===== config.mk =====
export PLATFORM = sky130hd
export DESIGN_NAME = nn_infer_sequencer
export DESIGN_NICKNAME = d
export VERILOG_FILES = /design/src/rtl/nn_infer_sequencer.sv
export SDC_FILE = /design/constraint.sdc
export NUM_CORES = 1
export LEC_CHECK = 0
export BUFFER_PORTS_ARGS = -buffer_cell sky130_fd_sc_hd__buf_2
export CAP_MARGIN = 20
export CORE_MARGIN = 2
export CORE_UTILIZATION = 52
export DETAILED_ROUTE_END_ITERATION = 12
export HOLD_SLACK_MARGIN = 0.08
export PLACE_DENSITY = 0.81
export SYNTH_ARGS = -nofsm -noshare
export SYNTH_HDL_FRONTEND = slang
export SYNTH_SLANG_ARGS = --single-unit

===== constraint.sdc =====
create_clock -name clk -period 2.7 [get_ports clk]
set_clock_uncertainty 0.15 [all_clocks]
set_input_delay 0.405 -clock clk [delete_from_list [all_inputs] [get_ports clk]]
set_output_delay 0.405 -clock clk [all_outputs]
set_load 0.05 [all_outputs]

===== src/rtl/nn_infer_sequencer.sv =====
// nn_infer_sequencer: drives SRAM addresses and MAC strobes through one two-layer MLP inference.
module nn_infer_sequencer #(
  parameter int N_IN        = 784,
  parameter int N_L1_PASSES = 200,
  parameter int N_L2_PASSES = 1,
  parameter int L1_WA_W     = 18,
  parameter int L1_XA_W     = 10,
  parameter int H_A_W       = 8,
  parameter int L2_WA_W     = 12,
  parameter int TIMEOUT     = 1023
) (
  input  logic               clk,
  input  logic               reset,
  input  logic               start,
  input  logic               abort,
  output logic               busy,
  output logic               done,
  output logic               err,
  output logic [L1_WA_W-1:0] address_1,
  output logic [L1_XA_W-1:0] address_3,
  output logic               mac1_start,
  input  logic               mac1_done,
  output logic               h_wr_en,
  output logic [H_A_W-1:0]   h_wr_addr,
  output logic [L2_WA_W-1:0] address_2,
  output logic [H_A_W-1:0]   address_4,
  output logic               mac2_start,
  input  logic               mac2_done
);
  localparam int P2_W = $clog2(N_L2_PASSES + 1);
  localparam int W_W  = $clog2(TIMEOUT + 1);
  localparam logic [L1_XA_W-1:0] J_LAST  = L1_XA_W'(N_IN - 1);
  localparam logic [H_A_W-1:0]   P_LAST  = H_A_W'(N_L1_PASSES - 1);
  localparam logic [P2_W-1:0]    P2_LAST = P2_W'(N_L2_PASSES - 1);
  localparam logic [W_W-1:0]     W_LAST  = W_W'(TIMEOUT - 1);

  typedef enum logic [2:0] {IDLE, L1_STREAM, L1_WAIT, L2_STREAM, L2_WAIT, DONE, ERROR} state_t;

  state_t               state_q, state_d;
  logic [L1_XA_W-1:0]   j_q, j_d;
  logic [H_A_W-1:0]     pass_q, pass_d, k_q, k_d, hwa_q, hwa_d;
  logic [P2_W-1:0]      p2_q, p2_d;
  logic [L1_WA_W-1:0]   a1_q, a1_d;
  logic [L2_WA_W-1:0]   a2_q, a2_d;
  logic [W_W-1:0]       w_q, w_d;
  logic                 m1_q, m1_d, m2_q, m2_d, hwe_q, hwe_d, done_q, done_d, err_q, err_d;

  // Weight addresses are running counters: they advance with every streamed element
  // and continue from their last value at the start of the next pass.
  always_comb begin
    state_d = state_q;
    j_d     = j_q;
    pass_d  = pass_q;
    k_d     = k_q;
    hwa_d   = hwa_q;
    p2_d    = p2_q;
    a1_d    = a1_q;
    a2_d    = a2_q;
    w_d     = w_q;
    err_d   = err_q;
    m1_d    = 1'b0;
    m2_d    = 1'b0;
    hwe_d   = 1'b0;
    done_d  = 1'b0;
    case (state_q)
      IDLE, DONE, ERROR: if (start) begin
        state_d = L1_STREAM;
        err_d   = 1'b0;
        j_d     = '0;
        pass_d  = '0;
        k_d     = '0;
        hwa_d   = '0;
        p2_d    = '0;
        a1_d    = '0;
        a2_d    = '0;
        m1_d    = (N_IN == 1);
      end
      L1_STREAM: if (j_q == J_LAST) begin
        state_d = L1_WAIT;
        w_d     = '0;
      end else begin
        j_d  = j_q + 1'b1;
        a1_d = a1_q + 1'b1;
        m1_d = (j_q + 1'b1 == J_LAST);
      end
      L1_WAIT: if (mac1_done) begin
        hwe_d  = 1'b1;
        hwa_d  = pass_q;
        pass_d = pass_q + 1'b1;
        if (pass_q == P_LAST) begin
          state_d = L2_STREAM;
          m2_d    = (N_L1_PASSES == 1);
        end else begin
          state_d = L1_STREAM;
          j_d     = '0;
          a1_d    = a1_q + 1'b1;
          m1_d    = (N_IN == 1);
        end
      end else if (w_q == W_LAST) begin
        state_d = ERROR;
        err_d   = 1'b1;
      end else w_d = w_q + 1'b1;
      L2_STREAM: if (k_q == P_LAST) begin
        state_d = L2_WAIT;
        w_d     = '0;
      end else begin
        k_d  = k_q + 1'b1;
        a2_d = a2_q + 1'b1;
        m2_d = (k_q + 1'b1 == P_LAST);
      end
      L2_WAIT: if (mac2_done) begin
        p2_d = p2_q + 1'b1;
        if (p2_q == P2_LAST) begin
          state_d = DONE;
          done_d  = 1'b1;
        end else begin
          state_d = L2_STREAM;
          k_d     = '0;
          a2_d    = a2_q + 1'b1;
          m2_d    = (N_L1_PASSES == 1);
        end
      end else if (w_q == W_LAST) begin
        state_d = ERROR;
        err_d   = 1'b1;
      end else w_d = w_q + 1'b1;
      default: state_d = IDLE;
    endcase
    // Abort discards all progress but leaves a sticky error visible.
    if (abort) begin
      state_d = IDLE;
      j_d     = '0;
      pass_d  = '0;
      k_d     = '0;
      hwa_d   = '0;
      p2_d    = '0;
      a1_d    = '0;
      a2_d    = '0;
      w_d     = '0;
      m1_d    = 1'b0;
      m2_d    = 1'b0;
      hwe_d   = 1'b0;
      done_d  = 1'b0;
    end
  end

  always_ff @(posedge clk or posedge reset) begin
    if (reset) begin
      state_q <= IDLE;
      j_q     <= '0;
      pass_q  <= '0;
      k_q     <= '0;
      hwa_q   <= '0;
      p2_q    <= '0;
      a1_q    <= '0;
      a2_q    <= '0;
      w_q     <= '0;
      err_q   <= 1'b0;
      m1_q    <= 1'b0;
      m2_q    <= 1'b0;
      hwe_q   <= 1'b0;
      done_q  <= 1'b0;
    end else begin
      state_q <= state_d;
      j_q     <= j_d;
      pass_q  <= pass_d;
      k_q     <= k_d;
      hwa_q   <= hwa_d;
      p2_q    <= p2_d;
      a1_q    <= a1_d;
      a2_q    <= a2_d;
      w_q     <= w_d;
      err_q   <= err_d;
      m1_q    <= m1_d;
      m2_q    <= m2_d;
      hwe_q   <= hwe_d;
      done_q  <= done_d;
    end
  end

  assign busy       = state_q inside {L1_STREAM, L1_WAIT, L2_STREAM, L2_WAIT};
  assign done       = done_q;
  assign err        = err_q;
  assign address_1  = a1_q;
  assign address_3  = j_q;
  assign mac1_start = m1_q;
  assign h_wr_en    = hwe_q;
  assign h_wr_addr  = hwa_q;
  assign address_2  = a2_q;
  assign address_4  = k_q;
  assign mac2_start = m2_q;
endmodule


Yosys cells after proc, flatten, opt, wreduce, memory -nomap -nowiden
Index checks and enable logic that the tools add are counted.
W data, S select, Z words.
{ "word_totals": {"word_cells": 131, "in_bits": 6, "register_bits": 83, "output_inout_bits": 62} }
{ "op_classes": {"n_reduce_logical": 16, "n_mux": 68, "n_addsub": 7, "n_eq_ne": 26} }
{ "op_table": {"columns": ["op", "n"], "rows": [
  ["$mux W10", 11],
  ["$mux W18", 5],
  ["$mux W8", 9],
  ["$mux W12", 5],
  ["$pmux W18 S3", 1],
  ["$pmux W10 S4", 1],
  ["$pmux W12 S3", 1],
  ["$ne A3 B3 Y1 const B", 11],
  ["$pmux W8 S2", 2],
  ["$eq A10 B10 Y1 const B", 3],
  ["$pmux W10 S3", 1],
  ["$eq A8 B8 Y1 const B", 3],
  ["$mux W3", 8],
  ["$pmux W8 S3", 1],
  ["$add A10 B1 Y10 const B", 2],
  ["$mux W1", 19],
  ["$add A18 B1 Y18 const B", 1],
  ["$add A8 B1 Y8 const B", 2],
  ["$pmux W3 S5", 1],
  ["$reduce_and A5 Y1", 3],
  ["$add A12 B1 Y12 const B", 1],
  ["$reduce_bool A4 Y1", 3],
  ["$eq A3 B3 Y1 const B", 3],
  ["$reduce_and A3 Y1", 3],
  ["other kinds (12)", 17]
]} }

Longest topological paths before layout
Gate-level depths: netlist of the first run.
{ "depth": {"depth_word": 5, "mapped_depth": 9, "depth_no_buf": 7} }

Worst setup path after synthesis of the first run
OpenSTA, ideal clock, no wires.
{ "synth_path": {"path_kind": "register to register", "startpoint": "register j_q[0], in the netlist address_3[0]", "endpoint": "register a1_q[8], in the netlist address_1[8]", "required_ns": 2.401, "setup_ns": 0.149, "setup_slack_ns": 0.134, "stages_incl_launch_ff": 9, "t_arrival_ns": 2.267, "period_less_slack_ns": 2.566, "path_buffers": 2, "path_cell_list": "dfrtp_1 -> ha_1 -> nand3_1 -> or4_1 -> o221ai_1 -> nand2b_1 -> buf_4 -> buf_4 -> o31ai_1"} }
{ "synth_between": {"elab_chain_len": 3} }
{ "synth_lines": {"columns": ["item", "line", "rtl"], "rows": [
  ["start: declaration", "40", "logic [L1_XA_W-1:0] j_q, j_d;"],
  ["start signal: assignment", "164", "j_q <= j_d;"],
  ["$eq A10 B10 Y1", "78", "L1_STREAM: if (j_q == J_LAST) begin"],
  ["$ne A3 B3 Y1 (no source line)", null, null],
  ["$reduce_and A5 Y1 (no source line)", null, null],
  ["end signal: assignment", "154", "a1_q <= '0;"],
  ["end signal: assignment", "169", "a1_q <= a1_d;"],
  ["end: declaration", "43", "logic [L1_WA_W-1:0] a1_q, a1_d;"]
]} }
No other way between the ends.
A chain may end at the register's enable or synchronous reset.

Final worst setup path of the first run
{ "layout_path": {"startpoint": "register state_q[2]", "endpoint": "register w_q[9]"} }
{ "layout_between": {"elab_chain_len": 3, "word_cells_on_any_way": 12, "cone_classes": "eq/ne (8); mux (2); reduce/logical (2)"} }
{ "layout_lines": {"columns": ["item", "line", "rtl"], "rows": [
  ["start: declaration", "39", "state_t state_q, state_d;"],
  ["start signal: assignment", "163", "state_q <= state_d;"],
  ["$eq A3 B3 Y1 (tied with other cells)", "65", "case (state_q)"],
  ["$ne A3 B3 Y1 (no source line) (tied with other cells)", null, null],
  ["$reduce_and A5 Y1 (no source line) or $mux W10 (tied branches)", null, null],
  ["end signal: assignment", "171", "w_q <= w_d;"],
  ["end: declaration", "45", "logic [W_W-1:0] w_q, w_d;"]
]} }
Several ways; a longest one is shown, not always the timed one.

==> impl_results.md, run 1 <==
* Min-Delay Endpoint: done$_DFF_PP0_
* First DRT Iteration DRCs at 370
* Final period util at between 90 and 100%
* Gpl congestion at about 0.9
* Hold path startpoint: mac2_done
* Pin count of the biggest net entering global routing at 47
* Clock latency at the later pin of the worst-skew pair at 0.35 ns
* EDFF count, synth at 0
* Worst reg2reg path endpoint: w_q[9]$_DFFE_PP0P_
* Remaining antenna violation count after routing at 0
* Via Count at 4359
* Port Buffers at 67
* Die area at between 9000 and 10000 sq um
* Kind of critical path: reg -> reg
* Post-CTS setup buffers at 0
* Via-to-Cell Ratio at slightly above 6
* Peak Freq at ~0.41 GHz
* Hold Path Cell Cnt at 2
* Critical path's top delay family: simple AND/OR/NAND/NOR gates
* Crit path launch type: register
* Total power at between 0.003 and 0.004 W
* Rows at 34
* Yosys top cell by area: dfrtp_1
* Critical path depth at 6
* GRT Total Usage at between 20 and 25%
* Status: finished clean
* N_diodes at 0
* H-tree levels at 3
* First-pass GRT wire length at between 15000 and 20000 um
* Slowest stage cell, crit path: dfrtp_1
* Syn Area/Cell at 8.936 sq um
* Flops & latches, synth at 83
* Commonest cells after routing, fill and taps aside: 83 x dfrtp_1, 74 x o21ai_0, 67 x buf_2
* Slew HR at ~57%
* Maximum clock path buffer count at 2
* Core area at between 8000 and 9000 sq um
* Reg2reg start: state_q[2]$_DFFE_PP0P_
* Clk root buf: clkbuf_8
* Post-CTS Resized at 0
* Critical path endpoint category: register
* Crit Path Max Fanout at 16
* Initial Utilization at between 50 and 60%
* Total CTS buffers at 9
* DPL Wire Length at between 7000 and 8000 um
* HP Class: in -> reg
* DIE HEIGHT at roughly 99 um
* Min Clock Period, post-route at between 2 and 2.5 ns
* Die width at about 99 um
* Post-DR wirelength/cell at 15.15 um
* Gr ovfl total at 0
* Synthesized cell area at ~4700 sq um
* Worst reg-to-reg path cell count at 6
* Syn Inst Count at roughly 530
* Main synth FF type: dfrtp_1
* Number of library cell types mapped by synthesis at 62
* Arr. time, crit path at between 2 and 3 ns
* Max-slew violations at 0
* Part of the Yosys area used for sequential elements at approximately 44%
* Worst Path Required at about 2.8 ns
* Power density over the cells at approximately 630 nW/um^2
* Routed WL at 10770 um
* Fill cells at roughly 740
* Worst-margin pin slew at roughly 0.64 ns
* Layout Nets at between 600 and 700
* Largest vdd supply drop at 316.8 uV
* Layout cells sized above 1 at around a fifth
* Setup TNS at 0 ns
* CTS tree: done
* Crit-path cells: buf_4, nor2b_1, a21oi_1, a32o_1, or3_1, o41ai_2
* Critical Path Max Stage Delay at roughly 0.52 ns
* Asr flop ratio synth at 100.0%
* Drt pass-1 iters at 8
* Synth top area share at between 40% and 50%
* Number of antenna violations at the first check in global routing at 0
* Num Clock Sinks at 83
* Largest cells by area after synthesis: dfrtp_1 44%, o21ai_0 7.8%, o31ai_1 4.9%, nand2_1 4.1%, nor2_1 3.3%
* RSZ-0062 raised after global routing: no
* Inst Count DP at slightly below 700
* Area growth syn-to-layout at 15.88%
* Vias in the first global route at between 3000 and 4000
* Syn Nets at 543
* WP buf/inv at 1
* Final non-filler cell total at around 700
* I/O pin count at between 60 and 70
* Final setup violation count at 0
* Reg clk slew, reported paths at ~0.080 ns
* Drt drc at 0
* R2r setup slk at between 0.2 and 0.25 ns
* Synthesis Warnings at 0
* Commonest non-fill, non-tap cell in the layout: dfrtp_1
* Max-cap violations at 0
* Leak at 2.497 nW
* CTS Hold Bufs at 1
* Hold Fails Final Rpt at 0
-- worst max path at each step --
| stage | start | endpoint | slack (ns) |
|---|---|---|---|
| 3_5_place_dp | state_q[2]$_DFFE_PP0P_ | w_q[9]$_DFFE_PP0P_ | 0.27 |
| 3_3_place_gp | abort | address_1[2]$_DFFE_PP0P_ | 0.36 |
| 5_1_grt | state_q[2]$_DFFE_PP0P_ | w_q[9]$_DFFE_PP0P_ | 0.06 |
| 2_1_floorplan | reset | address_1[0]$_DFFE_PP0P_ | 0.008 |
| 6_report | state_q[2]$_DFFE_PP0P_ | w_q[9]$_DFFE_PP0P_ | 0.23 |
| 4_1_cts | state_q[1]$_DFFE_PP0P_ | w_q[9]$_DFFE_PP0P_ | 0.25 |
-- layout make-up --
class | count | area, sq um | share of cell area, %
multi-input cells | 405 | 2459 | 44.97
flip-flops and latches | 83 | 2077 | 37.99
repair buffers | 91 | 530.5 | 9.703
well taps | 108 | 135.1 | 2.471
clock buffers | 9 | 123.9 | 2.265
clock inverters | 5 | 103.9 | 1.899
inverters | 10 | 38.79 | 0.7094
-- metrics by stage --
step	util (%)	setup slack [ns]	area (sq um)	hold slack, ns
after floorplan	-	0.008208	4718	0.2824
after global routing	62.39	0.06459	5468	0.2247
after global placement	59.68	0.3597	5230	0.3182
final	62.39	0.2332	5468	0.2322
after CTS	62.39	0.2480	5468	0.2088
after detailed placement	59.68	0.2676	5230	0.3217
-- where the power goes --
| group | internal, W | switching [W] |
|---|---|---|
| sequential | 0.00129 | 0.0000833 |
| clock | 0.000604 | 0.000435 |
| combinational | 0.000348 | 0.000708 |
| total | 0.00224 | 0.00123 |
-- registers in the layout, indices dropped and copies added, names as in the netlist --
signal,cells
address_1,18
address_2,12
address_3,10
address_4,8
done,1
err,1
h_wr_addr,8
h_wr_en,1
mac1_start,1
mac2_start,1
p2_q,1
pass_q,8
state_q,3
w_q,10
-- cell families after synthesis --
group,share of synthesized area [%]
and+or+nand+nor,23.84
xor gates and xnor gates,1.114
adders and majority gates,2.387
muxes,0.9016
buffers and inverters,3.872
AOI/OAI and AO/OA,23.87
DFF,44.02
-- cell usage after synthesis (7+ instances only) --
library cell and count:
nand2_1 52, nand2b_1 14, inv_1 10, nand3_1 25, and3_1 8, a21oi_1 19
a22o_1 8, and2_1 7, dfrtp_1 83, clkbuf_1 13, nor2b_1 8, nand4_1 13
a31oi_1 12, o21ai_0 74, or3_1 11, nor2_1 41, o31ai_1 31, ha_1 9
buf_2 11
-- routing by layer --
layer	global-route usage [%]	up-vias	part of all wire, %
li1	-	2111	-
met1	31.86	2113	48
met2	33.68	119	47
met3	4.568	16	4.4
met4	7.060	0	1.1
met5	0	-	0
Power figures use the tool's default switching activity.
==> inputs of run 2 (changes only) <==
Clock period 2.7 ns to 2.1 ns, I/O delays scaled along.
==> run 2 against run 1 <==
The run now ends with setup timing left. Critical endpoint is now mac2_start$_DFF_PP0_. Sequential power increased by 28%. Cell area rose by 21%. Sequential share of layout area fell by 6.2 points. Wire length increased by 45%. Utilization rose by 13 points. Clock-buffer cell count up 3. First-iteration DRC count is 36% higher.
==> impl_results.md, run 2 (synthesis results as in run 1) <==
* Peak Freq at 0.4380 GHz (+8.0%)
* Clock latency at the later pin of the worst-skew pair at 0.35 ns (about the same)
* Max FFs per register at 18 (unchanged)
* Core area at 8763 sq um (unchanged)
* Commonest non-fill, non-tap cell in the layout: buf_4
* HP Class: in -> reg
* Port Buffers at 67 (unchanged)
* Leak at 2.981 nW (+19%)
* DIE HEIGHT at 99.26 um (unchanged)
* Power density over the cells at 813.4 nW/um^2 (+28%)
* Worst-margin pin slew at 0.6637 ns (+0.01869 ns)
* Kind of critical path: reg -> reg
* Total power at 0.005386 W (+55%)
* Crit path launch type: register
* Area growth syn-to-layout at 40.33%
* Final Cell Area at 6621 sq um (+21%)
* Die width at 99.26 um (unchanged)
* Die area at 9852 sq um (unchanged)
* Pin count of the biggest net entering global routing at 31 (-34%)
* Drt pass-1 iters at 6 (-2)
* Gr ovfl total at 0 (unchanged)
* H-tree levels at 3 (unchanged)
* Layout cells sized above 1 at 41.84% (+22 points)
* Reg area at 2103 sq um (+1.3%)
* RSZ-0062 raised after global routing: yes
* Rows at 34 (unchanged)
* Final setup violation count at 44 (+44)
* Worst reg-to-reg path cell count at 6 (unchanged)
* Final hold slack at 0.1481 ns (-0.08404 ns)
* Hold Path Cell Cnt at 2 (unchanged)
* Via Count at 5155 (+18%)
* CP most frequent cell: nand3_1
* Critical path endpoint category: register
* CTS tree: done
* First DRT Iteration DRCs at 503 (+36%)
* Remaining antenna violation count after routing at 0 (unchanged)
* Clk root buf: clkbuf_8
* Hold Fails Final Rpt at 0 (unchanged)
* GRT Total Usage at 25.55% (+3.4 points)
* Max-slew violations at 0 (unchanged)
* Gpl congestion at 0.9289 (+3.0%)
* Fill cells at 553 (-25%)
* Drt drc at 0 (unchanged)
* Min Clock Period, post-route at 2.283 ns (-0.1835 ns)
* Arr. time, crit path at 2.32 ns (-0.24 ns)
* Routed WL at 15610 um (+45%)
* Reg clk slew, reported paths at 0.09 ns (about the same)
* Multi-input logic area at 2925 sq um (+19%)
* Failing checks: setup timing
* Max-cap violations at 0 (unchanged)
* Worst Path Required at 2.14 ns (-0.65 ns)
* Maximum clock path buffer count at 2 (unchanged)
* Crit-path cells: buf_4, nand3_1, nor2_2, nand3_1, or2_2, a2111oi_1
* Total CTS buffers at 9 (unchanged)
* Num Clock Sinks at 83 (unchanged)
* DPL Wire Length at 8603 um (+15%)
* Placed Area at 5758 sq um (+10%)
* Largest vdd supply drop at 467.7 uV (+48%)
* Setup ws final at -0.1833 ns (-0.4165 ns)
* Final period util at 108.7% (+17 points)
* Post-DR wirelength/cell at 19.66 um (+30%)
* I/O pin count at 68 (unchanged)
* Via-to-Cell Ratio at 6.492 (+5.9%)
* Slowest stage cell, crit path: a2111oi_1
* Layout Nets at 696 (+13%)
* Critical Path Max Stage Delay at 0.55 ns (+0.03 ns)
* Vias in the first global route at 4559 (+16%)
* First-pass GRT wire length at 20890 um (+14%)
* Slew HR at 55.66% (-1.3 points)
* Commonest cells after routing, fill and taps aside: 83 x buf_4, 66 x buf_2, 62 x dfrtp_1
* N_diodes at 0 (unchanged)
* Number of antenna violations at the first check in global routing at 0 (unchanged)
* Post-Place Setup Slack at -0.1929 ns (-0.4604 ns)
* Final Util at 75.56% (+13 points)
* Status: complete, but fails checks
* Initial Utilization at 53.84% (unchanged)
* Crit Path Max Fanout at 8 (-8)
[run 2: changes by cell type in the layout (fill, tap and decap cells not counted), moves of 16 or more]
cell     before  now
o31ai_1      31   15
o21ai_1       1   21
dfrtp_2       0   21
o21ai_0      74   42
buf_4        22   83
dfrtp_1      83   62
[run 2: cell type report]
cell class              instances  area share [%]
repair buffers                170           18.42
well taps                     108           2.041
clock inverters                 4          0.7748
multi-input cells             407           44.18
inverters                      10          0.6236
flip-flops and latches         83           31.76
clock buffers                  12           2.192
[run 2: repair_timing]
item / 4_1_cts / 5_1_grt
hold endpoints to repair: 24 / 0
pin swaps: 14 / 13
gates resized for setup: 39 / 70
gates cloned: 4 / 3
hold buffers: 1 / 0
endpoints found under the setup margin: 55 / 74
buffers inserted: 9 / 9
[run 2: worst max-delay path: cells and delay by family, from the launching register on]
family,cells,cell delay [ns]
AOI/OAI and AO/OA,1,0.55
DFF,1,0.40
buffers and inverters,1,0.18
and+or+nand+nor,4,0.83
[run 2: metrics by stage]
step	setup TNS [ns]	std cells
finish	-3.457	794
global route	-6.775	794
CTS	-1.025	783
detailed placement	-4.393	754
global placement	-1.669	754
floorplan	-5.791	528
[run 2: final timing paths]
path / from / endpoint / slack (ns)
min reg2reg: p2_q$_DFFE_PP0P_ / done$_DFF_PP0_ / 0.35
min in group asynchronous: reset / address_1[5]$_DFFE_PP0P_ / 0.45
min: mac2_done / done$_DFF_PP0_ / 0.15
max: address_4[3]$_DFFE_PP0P_ / mac2_start$_DFF_PP0_ / -0.18
max in group asynchronous: reset / state_q[1]$_DFFE_PP0P_ / 0.76
max reg2reg: address_4[3]$_DFFE_PP0P_ / mac2_start$_DFF_PP0_ / -0.18
[run 2: metal layers]
layer	global-route usage, %	vias to the layer above	share of wire (%)
met5	0	-	0
met4	10.85	0	5.2
met3	3.233	85	6.0
met2	42.52	289	49
met1	33.81	2489	40
li1	-	2292	-
[run 2: where the power goes]
group / total (W) / leakage [nW] / internal, W / switching (W)
Sequential: 0.00175 / 1.12 / 0.00167 / 0.0000848
Combinational: 0.00247 / 1.76 / 0.00102 / 0.00144
Clock: 0.00116 / 0.0966 / 0.000584 / 0.000579
Total: 0.00539 / 2.98 / 0.00328 / 0.00211
==> inputs of run 3 (changes only) <==
Settings changed: CORE_UTILIZATION 52 to 54, CTS_BUF_LIST from default to sky130_fd_sc_hd__clkbuf_2 sky130_fd_sc_hd__clkbuf_4 sky130_fd_sc_hd__clkbuf_8, PLACE_DENSITY 0.81 to 0.84, SLEW_MARGIN from default to 15.
==> run 3 against run 2 <==
The run still ends with setup timing left. Sequential cell count unchanged. Sequential share of layout area up 0.63 points. Worst hold slack worse by 0.0019 ns. Sequential power about the same. Total power down 2.3%. Register-to-register slack about the same. Largest cell class unchanged. Largest power group unchanged. Highest routed layer unchanged.
==> impl_results.md, run 3 (synthesis results as in run 1) <==
* Status: complete, but fails checks
* Failing checks: setup timing
* Maximum clock path buffer count at 2 (unchanged)
* Final period util at 108.8% (about the same)
* Area growth syn-to-layout at 37.36%
* Arr. time, crit path at 2.38 ns (+0.06 ns)
* Final setup violation count at 31 (-30%)
* Crit Path Max Fanout at 5 (-3)
* Via Count at 5000 (-3.0%)
* Commonest cells after routing, fill and taps aside: 69 x buf_4, 67 x buf_2, 65 x dfrtp_1
* Fill cells at 547 (-1.1%)
* Leak at 2.882 nW (-3.3%)
* Rows at 34 (unchanged)
* R2r setup slk at -0.18 ns (about the same)
* Commonest non-fill, non-tap cell in the layout: buf_4
* Die area at 9501 sq um (-3.6%)
* Logic pwr share at 43.6% (-2.2 points)
* Max-slew violations at 0 (unchanged)
* First-pass GRT wire length at 21840 um (+4.5%)
* DPL Wire Length at 8312 um (-3.4%)
* Power density over the cells at 811.5 nW/um^2 (-0.23%)
* I/O pin count at 68 (unchanged)
* Clk root buf: clkbuf_8
* RSZ-0062 raised after global routing: yes
* Setup ws final at -0.1843 ns (-0.001002 ns)
* Int Power at 0.003171 W (-3.2%)
* Seq pwr share at 33.0% (+0.5 points)
* CTS tree: done
* Switching power at 0.002088 W (-0.96%)
* DIE HEIGHT at 97.48 um (-1.8%)
* Peak Freq at 0.4378 GHz (about the same)
* Post-DR wirelength/cell at 18.34 um (-6.7%)
* Worst-margin pin slew at 0.6487 ns (-0.01501 ns)
* Multi-input logic area at 2918 sq um (-0.26%)
* Critical path endpoint category: register
* Gr ovfl total at 0 (unchanged)
* Layout Nets at 680 (-2.3%)
* Routed WL at 14270 um (-8.6%)
* HP Class: in -> reg
* Via-to-Cell Ratio at 6.427 (-1.0%)
* N_diodes at 0 (unchanged)
* Hold Fails Final Rpt at 0 (unchanged)
* Final Util at 75.42% (-0.13 points)
* Final hold slack at 0.1462 ns (-0.001920 ns)
* GRT Total Usage at 27.59% (+2.0 points)
* Switching Share at 39.70% (+0.55 points)
* Number of antenna violations at the first check in global routing at 0 (unchanged)
* Die width at 97.48 um (-1.8%)
* Hold Path Cell Cnt at 2 (unchanged)
* Max FFs per register at 18 (unchanged)
* Port Buffers at 67 (unchanged)
* Total power at 0.005259 W (-2.3%)
* Crit path launch type: register
* Gpl congestion at 0.8532 (-8.1%)
* First DRT Iteration DRCs at 496 (-1.4%)
* Initial Utilization at 54.91% (+1.1 points)
* Layout cells sized above 1 at 40.15% (-1.7 points)
* Drt pass-1 iters at 7 (+1)
* Total CTS buffers at 9 (unchanged)
* Num Clock Sinks at 83 (unchanged)
* Min Clock Period, post-route at 2.284 ns (+0.001002 ns)
* Core area at 8593 sq um (-1.9%)
* Slew HR at 56.71% (+1.0 points)
* Reg clk slew, reported paths at 0.10 ns (about the same)
* Worst Path Required at 2.19 ns (+0.05 ns)
* Vias in the first global route at 4683 (+2.7%)
* Pin count of the biggest net entering global routing at 84 (+170%)
* Clk pwr share at 23.4% (+1.8 points)
* Remaining antenna violation count after routing at 0 (unchanged)
* H-tree levels at 3 (unchanged)
* Largest vdd supply drop at 502.2 uV (+7.4%)
* Setup TNS at -2.248 ns (+1.209 ns)
* Kind of critical path: reg -> reg
* Clock latency at the later pin of the worst-skew pair at 0.36 ns (about the same)
* Reg area at 2100 sq um (-0.18%)
* Worst reg-to-reg path cell count at 5 (-1)
* Drt drc at 0 (unchanged)
* Max-cap violations at 0 (unchanged)
-- run 3: cell types whose count changed in the layout (fill, tap and decap cells not counted), sizes merged --
cell           previous run  this run
inv                       9        12
clkdlybuf4s15             1         0
clkbuf                   14         9
buf                     166       153
-- run 3: area by class of cell --
class                   instances  area share, %
clock buffers                   9          1.911
clock inverters                 7          1.293
inverters                      10         0.6371
multi-input cells             407          45.02
flip-flops and latches         83          32.39
well taps                     108          2.085
repair buffers                154          16.66
-- run 3: stage by stage --
| stage | std cells | setup slack (ns) | instance area [sq um] |
|---|---|---|---|
| final | 778 | -0.1843 | 6481 |
| after global routing | 778 | -0.2332 | 6481 |
| after CTS | 772 | -0.08509 | 6167 |
| after detailed placement | 747 | -0.1310 | 5693 |
| after global placement | 747 | -0.08093 | 5693 |
| after floorplan | 528 | -0.2110 | 4832 |
-- run 3: repair_timing --
action,4_1_cts,5_1_grt
hold endpoints to repair,83,0
hold buffers,1,0
gates cloned,3,2
buffers inserted,5,6
resized for setup,43,69
pin swaps,18,29
setup endpoints to repair,50,71
-- run 3: worst paths after layout --
check	from	to
max in group asynchronous	reset	address_3[3]$_DFFE_PP0P_
hold reg to reg	p2_q$_DFFE_PP0P_	done$_DFF_PP0_
hold / removal	mac2_done	done$_DFF_PP0_
setup reg to reg	address_3[4]$_DFFE_PP0P_	w_q[9]$_DFFE_PP0P_
min in group asynchronous	reset	h_wr_addr[2]$_DFFE_PP0P_
setup / recovery	address_3[4]$_DFFE_PP0P_	w_q[9]$_DFFE_PP0P_
-- run 3: layer usage --
metal	up-vias	part of all wire [%]	global-route usage, %
li1	2255	-	-
met1	2427	39	35.88
met2	268	51	45.62
met3	50	6.7	4.388
met4	0	3.0	12.29
met5	-	0	0
-- run 3: critical path, stage by stage (launching register included) --
cell	delay, ns
dfrtp_2	0.41
or3_4	0.41
o31ai_4	0.34
nand2_2	0.14
or3_4	0.40
o41ai_2	0.31
-- run 3: power by group through the flow --
stage | clock network, W | registers (W) | logic [W]
after global placement | 0 | 0.00175 | 0.00159
after floorplan | 0 | 0.00187 | 0.000989
after detailed placement | 0 | 0.00176 | 0.00165
after CTS | 0.00124 | 0.00173 | 0.00197
final | 0.00123 | 0.00174 | 0.00229
after global routing | 0.00132 | 0.00174 | 0.00242
